--- config.mk ---
export PLATFORM = sky130hd
export DESIGN_NAME = regfile_dump_reader_flat
export DESIGN_NICKNAME = d
export VERILOG_FILES = /design/src/rtl/regfile_dump_reader_if.sv /design/src/rtl/regfile_dump_reader.sv /design/src/flat_wrapper.sv
export SDC_FILE = /design/constraint.sdc
export NUM_CORES = 1
export LEC_CHECK = 0
export CAP_MARGIN = 20
export CORE_MARGIN = 2
export CORE_UTILIZATION = 50
export CTS_BUF_LIST = sky130_fd_sc_hd__clkbuf_8
export DETAILED_ROUTE_END_ITERATION = 6
export PLACE_DENSITY_LB_ADDON = 0.3
export REMOVE_ABC_BUFFERS = 1
export SYNTH_ARGS = -nofsm -noshare
export SYNTH_HDL_FRONTEND = slang
export SYNTH_SLANG_ARGS = --single-unit
--- constraint.sdc ---
create_clock -name clk -period 6.3 [get_ports clk]
set_input_delay 0.945 -clock clk [delete_from_list [all_inputs] [get_ports clk]]
set_output_delay 0.945 -clock clk [all_outputs]
set_load 0.02 [all_outputs]
--- src/rtl/regfile_dump_reader_if.sv ---
// Byte stream from the dump reader to the UART transmitter.
// A byte moves on a rising edge where tx_valid && tx_ready; while tx_valid is high and tx_ready low the master holds tx_data and tx_valid.
interface regfile_dump_reader_if;
  logic [7:0] tx_data;
  logic       tx_valid;
  logic       tx_ready;

  modport master (output tx_data, output tx_valid, input tx_ready);
  modport slave  (input tx_data, input tx_valid, output tx_ready);
endinterface

--- src/rtl/regfile_dump_reader.sv ---
// Walks every architectural register through one read port and streams
// header, register bytes MSB-first and an XOR checksum over a byte handshake.
module regfile_dump_reader #(
  parameter int         WORD            = 32,
  parameter int         REGISTER_NUMBER = 32,
  parameter logic [7:0] HEADER_BYTE     = 8'hA5
) (
  input  logic                               clk,
  input  logic                               reset,
  input  logic                               start,
  output logic [$clog2(REGISTER_NUMBER)-1:0] read_select,
  input  logic [WORD-1:0]                    read_data,
  regfile_dump_reader_if.master              tx,
  output logic                               busy,
  output logic                               done,
  output logic [2:0]                         fsm_state
);

  localparam int IDX_W = $clog2(REGISTER_NUMBER);
  localparam int BYTES = WORD / 8;
  localparam int BCW   = (BYTES > 1) ? $clog2(BYTES) : 1;
  localparam logic [IDX_W-1:0] LAST_IDX  = IDX_W'(REGISTER_NUMBER - 1);
  localparam logic [BCW-1:0]   LAST_BYTE = BCW'(BYTES - 1);

  typedef enum logic [2:0] {
    S_IDLE, S_HEADER, S_SELECT, S_CAPTURE, S_SEND, S_CHECKSUM, S_DONE
  } state_t;

  state_t            state;
  logic [IDX_W-1:0]  index;
  logic [BCW-1:0]    byte_cnt;
  logic [7:0]        checksum;
  logic [WORD-1:0]   shift_reg;
  logic [WORD-1:0]   capture_word;
  logic              xfer;

  assign xfer      = tx.tx_valid && tx.tx_ready;
  assign fsm_state = state;
  // x0 is hardwired zero architecturally, so it is reported as zero whatever the port returns.
  assign capture_word = (index == '0) ? '0 : read_data;

  always_ff @(posedge clk) begin
    if (reset) begin
      state       <= S_IDLE;
      read_select <= '0;
      tx.tx_data  <= '0;
      tx.tx_valid <= 1'b0;
      busy        <= 1'b0;
      done        <= 1'b0;
      index       <= '0;
      byte_cnt    <= '0;
      checksum    <= '0;
      shift_reg   <= '0;
    end else begin
      case (state)
        S_IDLE: begin
          if (start) begin
            tx.tx_data  <= HEADER_BYTE;
            tx.tx_valid <= 1'b1;
            busy        <= 1'b1;
            checksum    <= '0;
            index       <= '0;
            state       <= S_HEADER;
          end
        end
        S_HEADER: begin
          if (xfer) begin
            read_select <= index;
            tx.tx_valid <= 1'b0;
            state       <= S_SELECT;
          end
        end
        S_SELECT: state <= S_CAPTURE;
        S_CAPTURE: begin
          tx.tx_data  <= capture_word[WORD-1 -: 8];
          shift_reg   <= capture_word << 8;
          tx.tx_valid <= 1'b1;
          byte_cnt    <= '0;
          state       <= S_SEND;
        end
        S_SEND: begin
          if (xfer) begin
            checksum <= checksum ^ tx.tx_data;
            if (byte_cnt == LAST_BYTE) begin
              if (index == LAST_IDX) begin
                // Checksum byte must already include the byte leaving now.
                tx.tx_data <= checksum ^ tx.tx_data;
                state      <= S_CHECKSUM;
              end else begin
                index       <= index + 1'b1;
                read_select <= index + 1'b1;
                tx.tx_valid <= 1'b0;
                state       <= S_SELECT;
              end
            end else begin
              tx.tx_data <= shift_reg[WORD-1 -: 8];
              shift_reg  <= shift_reg << 8;
              byte_cnt   <= byte_cnt + 1'b1;
            end
          end
        end
        S_CHECKSUM: begin
          if (xfer) begin
            tx.tx_valid <= 1'b0;
            done        <= 1'b1;
            state       <= S_DONE;
          end
        end
        S_DONE: begin
          busy        <= 1'b0;
          done        <= 1'b0;
          read_select <= '0;
          state       <= S_IDLE;
        end
        default: state <= S_IDLE;
      endcase
    end
  end

endmodule

--- src/flat_wrapper.sv ---
// flat-port wrapper written by rule: the top's interface ports become plain ports
module regfile_dump_reader_flat 
#(
  parameter int         WORD            = 32,
  parameter int         REGISTER_NUMBER = 32,
  parameter logic [7:0] HEADER_BYTE     = 8'hA5
)
  (clk, reset, start, read_select, read_data, busy, done, fsm_state, tx_tx_data, tx_tx_valid, tx_tx_ready);
  regfile_dump_reader_if tx_i ();
  input  logic clk;
  input  logic reset;
  input  logic start;
  output logic [$clog2(REGISTER_NUMBER)-1:0] read_select;
  input  logic [WORD-1:0] read_data;
  output logic busy;
  output logic done;
  output logic [2:0] fsm_state;
  output wire logic [$bits(tx_i.tx_data)-1:0] tx_tx_data;
  output wire logic [$bits(tx_i.tx_valid)-1:0] tx_tx_valid;
  input wire logic [$bits(tx_i.tx_ready)-1:0] tx_tx_ready;
  assign tx_tx_data = tx_i.tx_data;
  assign tx_tx_valid = tx_i.tx_valid;
  assign tx_i.tx_ready = tx_tx_ready;
  regfile_dump_reader #(.WORD(WORD), .REGISTER_NUMBER(REGISTER_NUMBER), .HEADER_BYTE(HEADER_BYTE)) u_core (.clk(clk), .reset(reset), .start(start), .read_select(read_select), .read_data(read_data), .tx(tx_i), .busy(busy), .done(done), .fsm_state(fsm_state));
endmodule
Word level (Yosys, flattened, before mapping):

Index checks and enable logic that the tools add are counted.

* flip-flop bits (word level): 66
* bits in latches: 0
* memory bits (writable): 0
* bits in read-only memories: 0
* input bits: 36
* output and inout bits: 19
* logic and storage cells: 88
* memories kept: 0

* $add $sub $neg: 2
* multipliers: 0
* divide/modulo/power cells: 0
* magnitude comparators: 0
* eq/ne operators: 17
* shift operators: 0
* muxes and demuxes: 38
* bitwise gates (word level): 1
* reductions and logical operators: 20

Operator list (number)
* $mux 32: 3
* $pmux 32 s2: 1
* $mux 8: 6
* $mux 5: 5
* $pmux 8 s3: 1
* $mux 3: 6
* $pmux 3 s6: 1
* $pmux 8 s2: 1
* $pmux 5 s3: 1
* $reduce_and 5->1: 3
* $ne 2x1->1 const B: 5
* $pmux 5 s2: 1
* $eq 3x3->1 const B: 3
* $reduce_bool 2->1: 4
* $xor 8x8->8: 1
* $eq 3x2->1 const B: 2
* $mux 1: 6
* $ne 2x2->1 const B: 3
* $reduce_and 3->1: 2
* $reduce_and 6->1: 1
* $reduce_bool 3->1: 2
* $add 5x1->5 const B: 1
* $eq 5x5->1 const B: 1
* $logic_not 5->1: 1
* 14 further kinds: 17

Longest topological paths before layout:

Gate-level depths: netlist of run 1.

* depth after elaboration: 5
* mapped depth: 9
* depth with buffers taken out: 7

Worst setup path after synthesis of run 1:

No wires, ideal clock.

* path type: input-to-reg
* start point: input tx_tx_ready
* end point: register u_core.shift_reg[10]
* setup time: 117 ps
* data arrival time: 1896 ps
* required time: 6183 ps
* slack: 4287 ps
* stages: 4
* buffers on the path: 0
* cell sequence: nand4bb_1 > o31ai_4 > nor2_1 > a22o_1

* cells in the longest elaborated chain, start to end: 3

RTL lines
* start, declared: line flat_wrapper.sv:20 `input wire logic [$bits(tx_i.tx_ready)-1:0] tx_tx_ready;`
* $logic_and 1x1->1: line regfile_dump_reader.sv:37 `assign xfer = tx.tx_valid && tx.tx_ready;`
* $ne 2x1->1 (no line)
* $reduce_and 3->1 (no line)
* end signal, assigned: line regfile_dump_reader.sv:76 `shift_reg <= capture_word << 8;`
* end signal, assigned: line regfile_dump_reader.sv:97 `shift_reg <= shift_reg << 8;`
* end, declared: line regfile_dump_reader.sv:33 `logic [WORD-1:0] shift_reg;`

Every way passes these cells.
A chain may end at the register's enable or synchronous reset.

Final worst setup path of run 1:

* start point: register u_core.state[2], in the netlist u_core.fsm_state[2]
* end point: output fsm_state[2]

RTL lines
* start, declared: line regfile_dump_reader.sv:29 `state_t state;`
* start signal, assigned: line regfile_dump_reader.sv:44 `state <= S_IDLE;`
* start signal, assigned: line regfile_dump_reader.sv:63 `state <= S_HEADER;`
* start signal, assigned: line regfile_dump_reader.sv:70 `state <= S_SELECT;`
* end, declared: line flat_wrapper.sv:17 `output logic [2:0] fsm_state;`

No word-level cell between the ends.

==> results of run 1 <==
power groups by stage:
stage / Clock (mW) / Combinational (mW) / Sequential [mW]
finish: 0.369 / 0.525 / 0.528
global placement: 0 / 0.516 / 0.531
global route: 0.392 / 0.574 / 0.539
floorplan: 0 / 0.302 / 0.557
CTS: 0.373 / 0.525 / 0.525
detailed placement: 0 / 0.523 / 0.532
cell type report:
class,count,area [sq um]
fill,510,2186
multi-input combinational,262,1678
sequential,58,1161
timing repair buffer,54,535.5
clock buffer,9,123.9
tap,75,93.84
clock inverter,6,82.58
inverter,16,60.06
synthesized netlist by cell type, drive strengths merged (3+ instances only):
master	n	area share, %
dfxtp	58	38
nor2	43	5.3
a21oi	31	5.1
o21ai	31	5.2
nand2	29	3.6
a311oi	22	6.3
buf	17	4.0
inv	16	2.0
clkbuf	11	1.3
nand3	11	2.0
a22o	8	2.3
nor3	8	1.3
xnor2	8	2.3
a211oi	7	1.7
a221oi	5	1.4
nand2b	5	1.0
a2111oi	4	2.0
ha	4	1.6
nor2b	4	0.82
and2	3	0.78
logic make-up (layout without fill, tap and decap cells):
| logic type | count (synthesis) | count (layout) |
|---|---|---|
| adders and majority gates | 4 | 4 |
| and+or+nand+nor | 121 | 121 |
| xor gates and xnor gates | 8 | 8 |
| DFF | 58 | 58 |
| AOI/OAI and AO/OA | 126 | 126 |
| muxes | 3 | 3 |
| buffers and inverters | 44 | 85 |
how the worst max path moves through the flow:
stage	to	start	slack, ns	cells past startpoint
2_1_floorplan	u_core.shift_reg[10]	tx_tx_ready	4.10	4
3_3_place_gp	u_core.shift_reg[11]	tx_tx_ready	3.19	5
3_5_place_dp	u_core.read_select[2]	tx_tx_ready	3.15	5
4_1_cts	fsm_state[2]	u_core.fsm_state[2]	3.31	1
5_1_grt	fsm_state[2]	u_core.fsm_state[2]	3.25	1
6_report	fsm_state[2]	u_core.fsm_state[2]	3.29	1
per-stage QoR:
stage / cell area, sq um / setup slack [ns] / hold WS (ns) / cells
after floorplan: 2899 / 4.097 / 0.4412 / 336
after global placement: 3528 / 3.186 / 0.4533 / 465
after detailed placement: 3528 / 3.147 / 0.4625 / 465
after CTS: 3735 / 3.307 / 0.4782 / 480
after global routing: 3735 / 3.251 / 0.4997 / 480
final: 3735 / 3.294 / 0.4738 / 480
layer usage:
| layer | GRT usage [%] | up-vias | share of wire, % |
|---|---|---|---|
| met3 | 4.348 | 16 | 6.6 |
| met2 | 34.11 | 103 | 44 |
| met5 | 0 | - | 0 |
| li1 | - | 1422 | - |
| met1 | 33.94 | 1316 | 48 |
| met4 | 10.83 | 0 | 1.9 |
==> summary.txt, run 1 <==
Setup path
  – Worst reg2reg path depth: 4
  – R2r setup slk: 3.53 ns
  – Arr. time, crit path: roughly 2.1 ns
  – CP max stage delay: 0.95 ns
  – CP Capture Type: primary output
  – RR Startpoint: u_core.fsm_state[2]
  – CP delay by family, top: flip-flops
  – CP Launch Type: flip-flop
  – CP Cell Sequence: clkdlybuf4s50_1
  – Worst R2R End: u_core.tx.tx_data[5]
  – CP Class: flip-flop to primary output
  – Req. time, crit path: 5.35 ns
  – Critical path's slowest cell: dfxtp_1
  – Buf/Inv on CP: 1
  – Worst-path maximum fanout: 29

GRT
  – Pin count of the biggest net entering global routing: 51
  – Remaining Overflow, GRT: 0
  – Total global-route track usage: 23.64%
  – First-pass GRT wire length: 12.12 mm
  – Initial antenna violation count: 0
  – Vias in the first global route: 2496

STA
  – Rel. slew slack: 35.65%
  – Final period util: a little under half
  – RSZ-0062 raised after global routing: no
  – TNS Setup: 0 ns
  – # setup viols final: 0
  – Min cycle time layout: 3.006 ns
  – Final slew viol count: 0
  – Final Hold Viols: 0
  – Worst Tran Pin Value: about 0.96 ns
  – Max Clk Rate: 332.7 MHz
  – Skew final: between 0.01 and 0.015 ns

Yosys
  – Ys flop type: dfxtp_1
  – Simple-Gate Fraction of Synth Area: between 20% and 30%
  – Main combinational cell family by area after synthesis: compound AO/OA/AOI/OAI gates
  – Area share of fa/ha/maj cells after synthesis: 1.635%
  – Synth Area in XOR/XNOR: 2.289%
  – Syn Std Cell Area: 3062 sq um
  – Multiplexer share of the synthesized area: 1.063%
  – Gate Count Post-Synth: ~360
  – Synth warn: 0
  – Netlist cell types: 57
  – Seq cells post-synth: 58
  – Fraction of registers with async set/reset: 0%
  – Post-synthesis compound-gate area fraction: between 20% and 30%
  – Synthesized area per cell: roughly 8.4 sq um
  – Post-synthesis sequential area ratio: 37.92%
  – Post-synth EDFFs: 0

CTS
  – CTS tree: built
  – Setup Buffers After CTS: 0
  – Post-CTS sizing: 0
  – Hold Buf Count CTS: 0
  – Total CTS buffers: 9
  – Clock slew at reported path FFs: ~0.06 ns
  – Max Root-Sink Buffers: 2
  – Worst-skew pair later-pin latency: roughly 0.35 ns
  – CTS sink count: 58
  – Htree depth: 3
  – Clock Root Buffer: clkbuf_8

Placed design
  – PortBufs: 54
  – GPL Wtd Cong: between 0.8 and 0.9
  – Hpwl dp: 5.041 mm

Power and ir drop
  – Seq pwr share: 37.1%
  – Net Sw Frac: 38.11%
  – Sw power: 0.5419 mW
  – Clock network power share: 25.9%
  – PD cells: ~380 nW/um^2
  – Gate power share: 37.0%
  – P_int: 0.8799 mW
  – Tot Pwr: approximately 1.4 mW
  – P_leak: 1.241 nW
  – Worst VDD drop: between 0.15 and 0.2 mV

Floorplan
  – Initial core utilization: 51.71%
  – IO Pins: 55
  – # rows: 28
  – Core Box Area: 5921 sq um
  – Die W: 82.25 um
  – Die ar.: 6765 sq um
  – Die Ht: 82.25 um

Cells and area
  – Core Util, Final: between 60% and 70%
  – Fin nets: 441
  – Layout area overhead: 21.99%
  – Most frequent cells in the layout: dfxtp_1, clkdlybuf4s50_1, nor2_1, a21oi_1
  – Leading cell type in the layout, fill and taps excluded: dfxtp_1
  – Antenna Cells: 0
  – Share of cells above drive strength 1: 7.901%
  – Largest register FFs: 24

Flow run
  – Max-cap violations: 0

Hold path
  – Hold path depth: 1
  – Hold Crit Start: u_core.shift_reg[13]
  – Min-Delay Endpoint: u_core.shift_reg[13]
  – Hold/Removal Path Class: flip-flop to flip-flop

Routing
  – Routed via count: 2857
  – DR vias/cell: 5.952
  – Total Wirelength: 7.484 mm
  – DRT iter0 DRCs: 275
  – DRT antenna net count: 0
  – DR WL/cell: ~16 um
  – DRC Markers: 0
  – First-pass DRT Iterations: 5

Run status
  – Outcome: complete, no violations
No activity file was read; power rests on OpenSTA's default activity.
==> inputs of run 2 (changes only) <==
CORE_UTILIZATION = 49   (was 50)
clock period = 2.4 ns   (was 6.3 ns; I/O delays follow)
==> run 2 against run 1 <==
Worst hold slack worse by 0.085 ns. Critical path depth unchanged. Sequential cell count unchanged. Count of clock-buffer cells in the layout up 2. Sequential power increased to 2.6 times the previous value. Global-route usage shrank 0.055 points. Final cell count up 3.8%. Combinational power rose to 2.9 times the previous value. Largest power group is now combinational logic. First-iteration DRC count is 24% lower. Worst setup slack worse by 3.2 ns. Largest cell class unchanged. Register-to-register slack got worse by 3.3 ns. Via count rose by 2.8%.
==> summary.txt, run 2 (same netlist as run 1, synthesis figures left out) <==
Cells and area
  – Final Cell Area: 3908 sq um (+4.6%)
  – Largest register FFs: 24 (unchanged)
  – Antenna Cells: 0 (unchanged)
  – Share of cells above drive strength 1: 11.82% (+3.9 points)
  – Most frequent cells in the layout: dfxtp_1, clkdlybuf4s50_1, nor2_1, a21oi_1
  – Fin nets: 458 (+3.9%)
  – Fill cells: 504 (-1.2%)
  – Layout area overhead: 27.63%
  – Leading cell type in the layout, fill and taps excluded: dfxtp_1
  – Post-route non-filler standard cell count: 498 (+3.8%)

Setup path
  – Buf/Inv on CP: 1 (unchanged)
  – Arr. time, crit path: 1.90 ns (-0.16 ns)
  – CP Launch Type: flip-flop
  – Worst-path maximum fanout: 18 (-38%)
  – Critical path's slowest cell: dfxtp_1
  – CP Class: flip-flop to primary output
  – CP Cell Sequence: clkdlybuf4s50_1
  – CP delay by family, top: flip-flops
  – RR Startpoint: u_core.index[0]
  – Critical Path Start: u_core.fsm_state[1]
  – CP max stage delay: 0.82 ns (-0.13 ns)
  – Req. time, crit path: 2.04 ns (-3.31 ns)
  – CP Capture Type: primary output

CTS
  – Post-CTS sizing: 0 (unchanged)
  – CTS sink count: 58 (unchanged)
  – Worst-skew pair later-pin latency: 0.33 ns (-0.02 ns)
  – Clock slew at reported path FFs: 0.07 ns (about the same)
  – Htree depth: 3 (unchanged)
  – Setup Buffers After CTS: 0 (unchanged)
  – Max Root-Sink Buffers: 2 (unchanged)
  – Total CTS buffers: 9 (unchanged)
  – CTS tree: built
  – Hold Buf Count CTS: 0 (unchanged)
  – Clock Root Buffer: clkbuf_8

Power and ir drop
  – Tot Pwr: 4.036 mW (+180%)
  – PD cells: 1033 nW/um^2 (+170%)
  – P_leak: 1.352 nW (+8.9%)
  – Worst VDD drop: 0.5043 mV (+160%)

Placed design
  – Area after DPL: 3656 sq um (+3.6%)
  – Hpwl dp: 5.639 mm (+12%)
  – GPL Wtd Cong: 0.8963 (+8.5%)
  – DP Worst Slack: 0.2943 ns (-2.852 ns)
  – Placed insts: 482 (+3.7%)
  – PortBufs: 54 (unchanged)

Floorplan
  – Die W: 83.05 um (+0.97%)
  – Die ar.: 6896 sq um (+1.9%)
  – Initial core utilization: 51.11% (-0.60 points)
  – # rows: 28 (unchanged)
  – IO Pins: 55 (unchanged)
  – Core Box Area: 5991 sq um (+1.2%)
  – Die Ht: 83.05 um (+0.97%)

GRT
  – Total global-route track usage: 23.58% (-0.055 points)
  – First-pass GRT wire length: 13.31 mm (+9.9%)
  – Remaining Overflow, GRT: 0 (unchanged)
  – Vias in the first global route: 2742 (+9.9%)
  – Pin count of the biggest net entering global routing: 25 (-51%)
  – Initial antenna violation count: 0 (unchanged)

STA
  – Final period util: a little over nine tenths
  – Min cycle time layout: 2.258 ns
  – Max Clk Rate: 442.8 MHz
  – Final worst slack: 0.1417 ns (-3.152 ns)
  – # setup viols final: 0 (unchanged)
  – Worst Tran Pin Value: 0.7624 ns (-0.2015 ns)
  – Final Hold Viols: 0 (unchanged)
  – Skew final: 0.006875 ns (-0.003280 ns)
  – RSZ-0062 raised after global routing: no
  – Final slew viol count: 0 (unchanged)
  – Rel. slew slack: 49.10% (+13 points)
  – TNS Setup: 0 ns (unchanged)

Routing
  – DRT antenna net count: 0 (unchanged)
  – Total Wirelength: 8.186 mm (+9.4%)
  – DR WL/cell: 16.44 um (+5.4%)
  – DRT iter0 DRCs: 208 (-24%)
  – DR vias/cell: 5.898 (-0.92%)
  – First-pass DRT Iterations: 4 (-1)
  – DRC Markers: 0 (unchanged)
  – Routed via count: 2937 (+2.8%)

Run status
  – Outcome: complete, no violations

Flow run
  – Max-cap violations: 0 (unchanged)

Hold path
  – Hold Crit Start: reset
  – Hold/Removal Path Class: primary input to flip-flop
-- run 2: changes by cell type in the layout (fill, tap and decap cells not counted) --
cell / change
bufinv_16: +1
clkinv_2: -1
buf_4: +17
clkinvlp_4: -1
clkbuf_8: +2
-- run 2: final timing paths --
path,end,slack [ns],cells past startpoint
max,fsm_state[1],0.14,1
min,u_core.done,0.39,2
max reg2reg,u_core.read_select[3],0.24,7
min reg2reg,u_core.shift_reg[12],0.47,1
-- run 2: layer usage --
metal,part of all wire [%],GRT usage [%]
met5,0,0
met4,1.9,9.985
met3,7.0,5.169
met2,46,36.22
met1,45,31.93
-- run 2: per-stage QoR --
| stage | utilization (%) | hold WS [ns] |
|---|---|---|
| 5_1_grt | 65.23 | 0.3941 |
| 4_1_cts | 65.23 | 0.3703 |
| 6_report | 65.23 | 0.3892 |
| 3_5_place_dp | 61.03 | 0.4614 |
| 3_3_place_gp | 61.03 | 0.4541 |
| 2_1_floorplan | - | 0.4289 |
-- run 2: power by group --
part | internal [mW] | switching, mW
registers | 1.12 | 0.235
logic | 0.698 | 0.843
clock network | 0.743 | 0.402
total | 2.56 | 1.48
-- run 2: cell type report --
class                   count  area, sq um  share of cell area [%]
clock buffers              11        151.4                   3.874
flip-flops and latches     58         1161                   29.71
multi-input cells         262         1678                   42.94
well taps                  75        93.84                   2.402
clock inverters             5        100.1                   2.562
inverters                  16        60.06                   1.537
repair buffers             71        663.1                   16.97
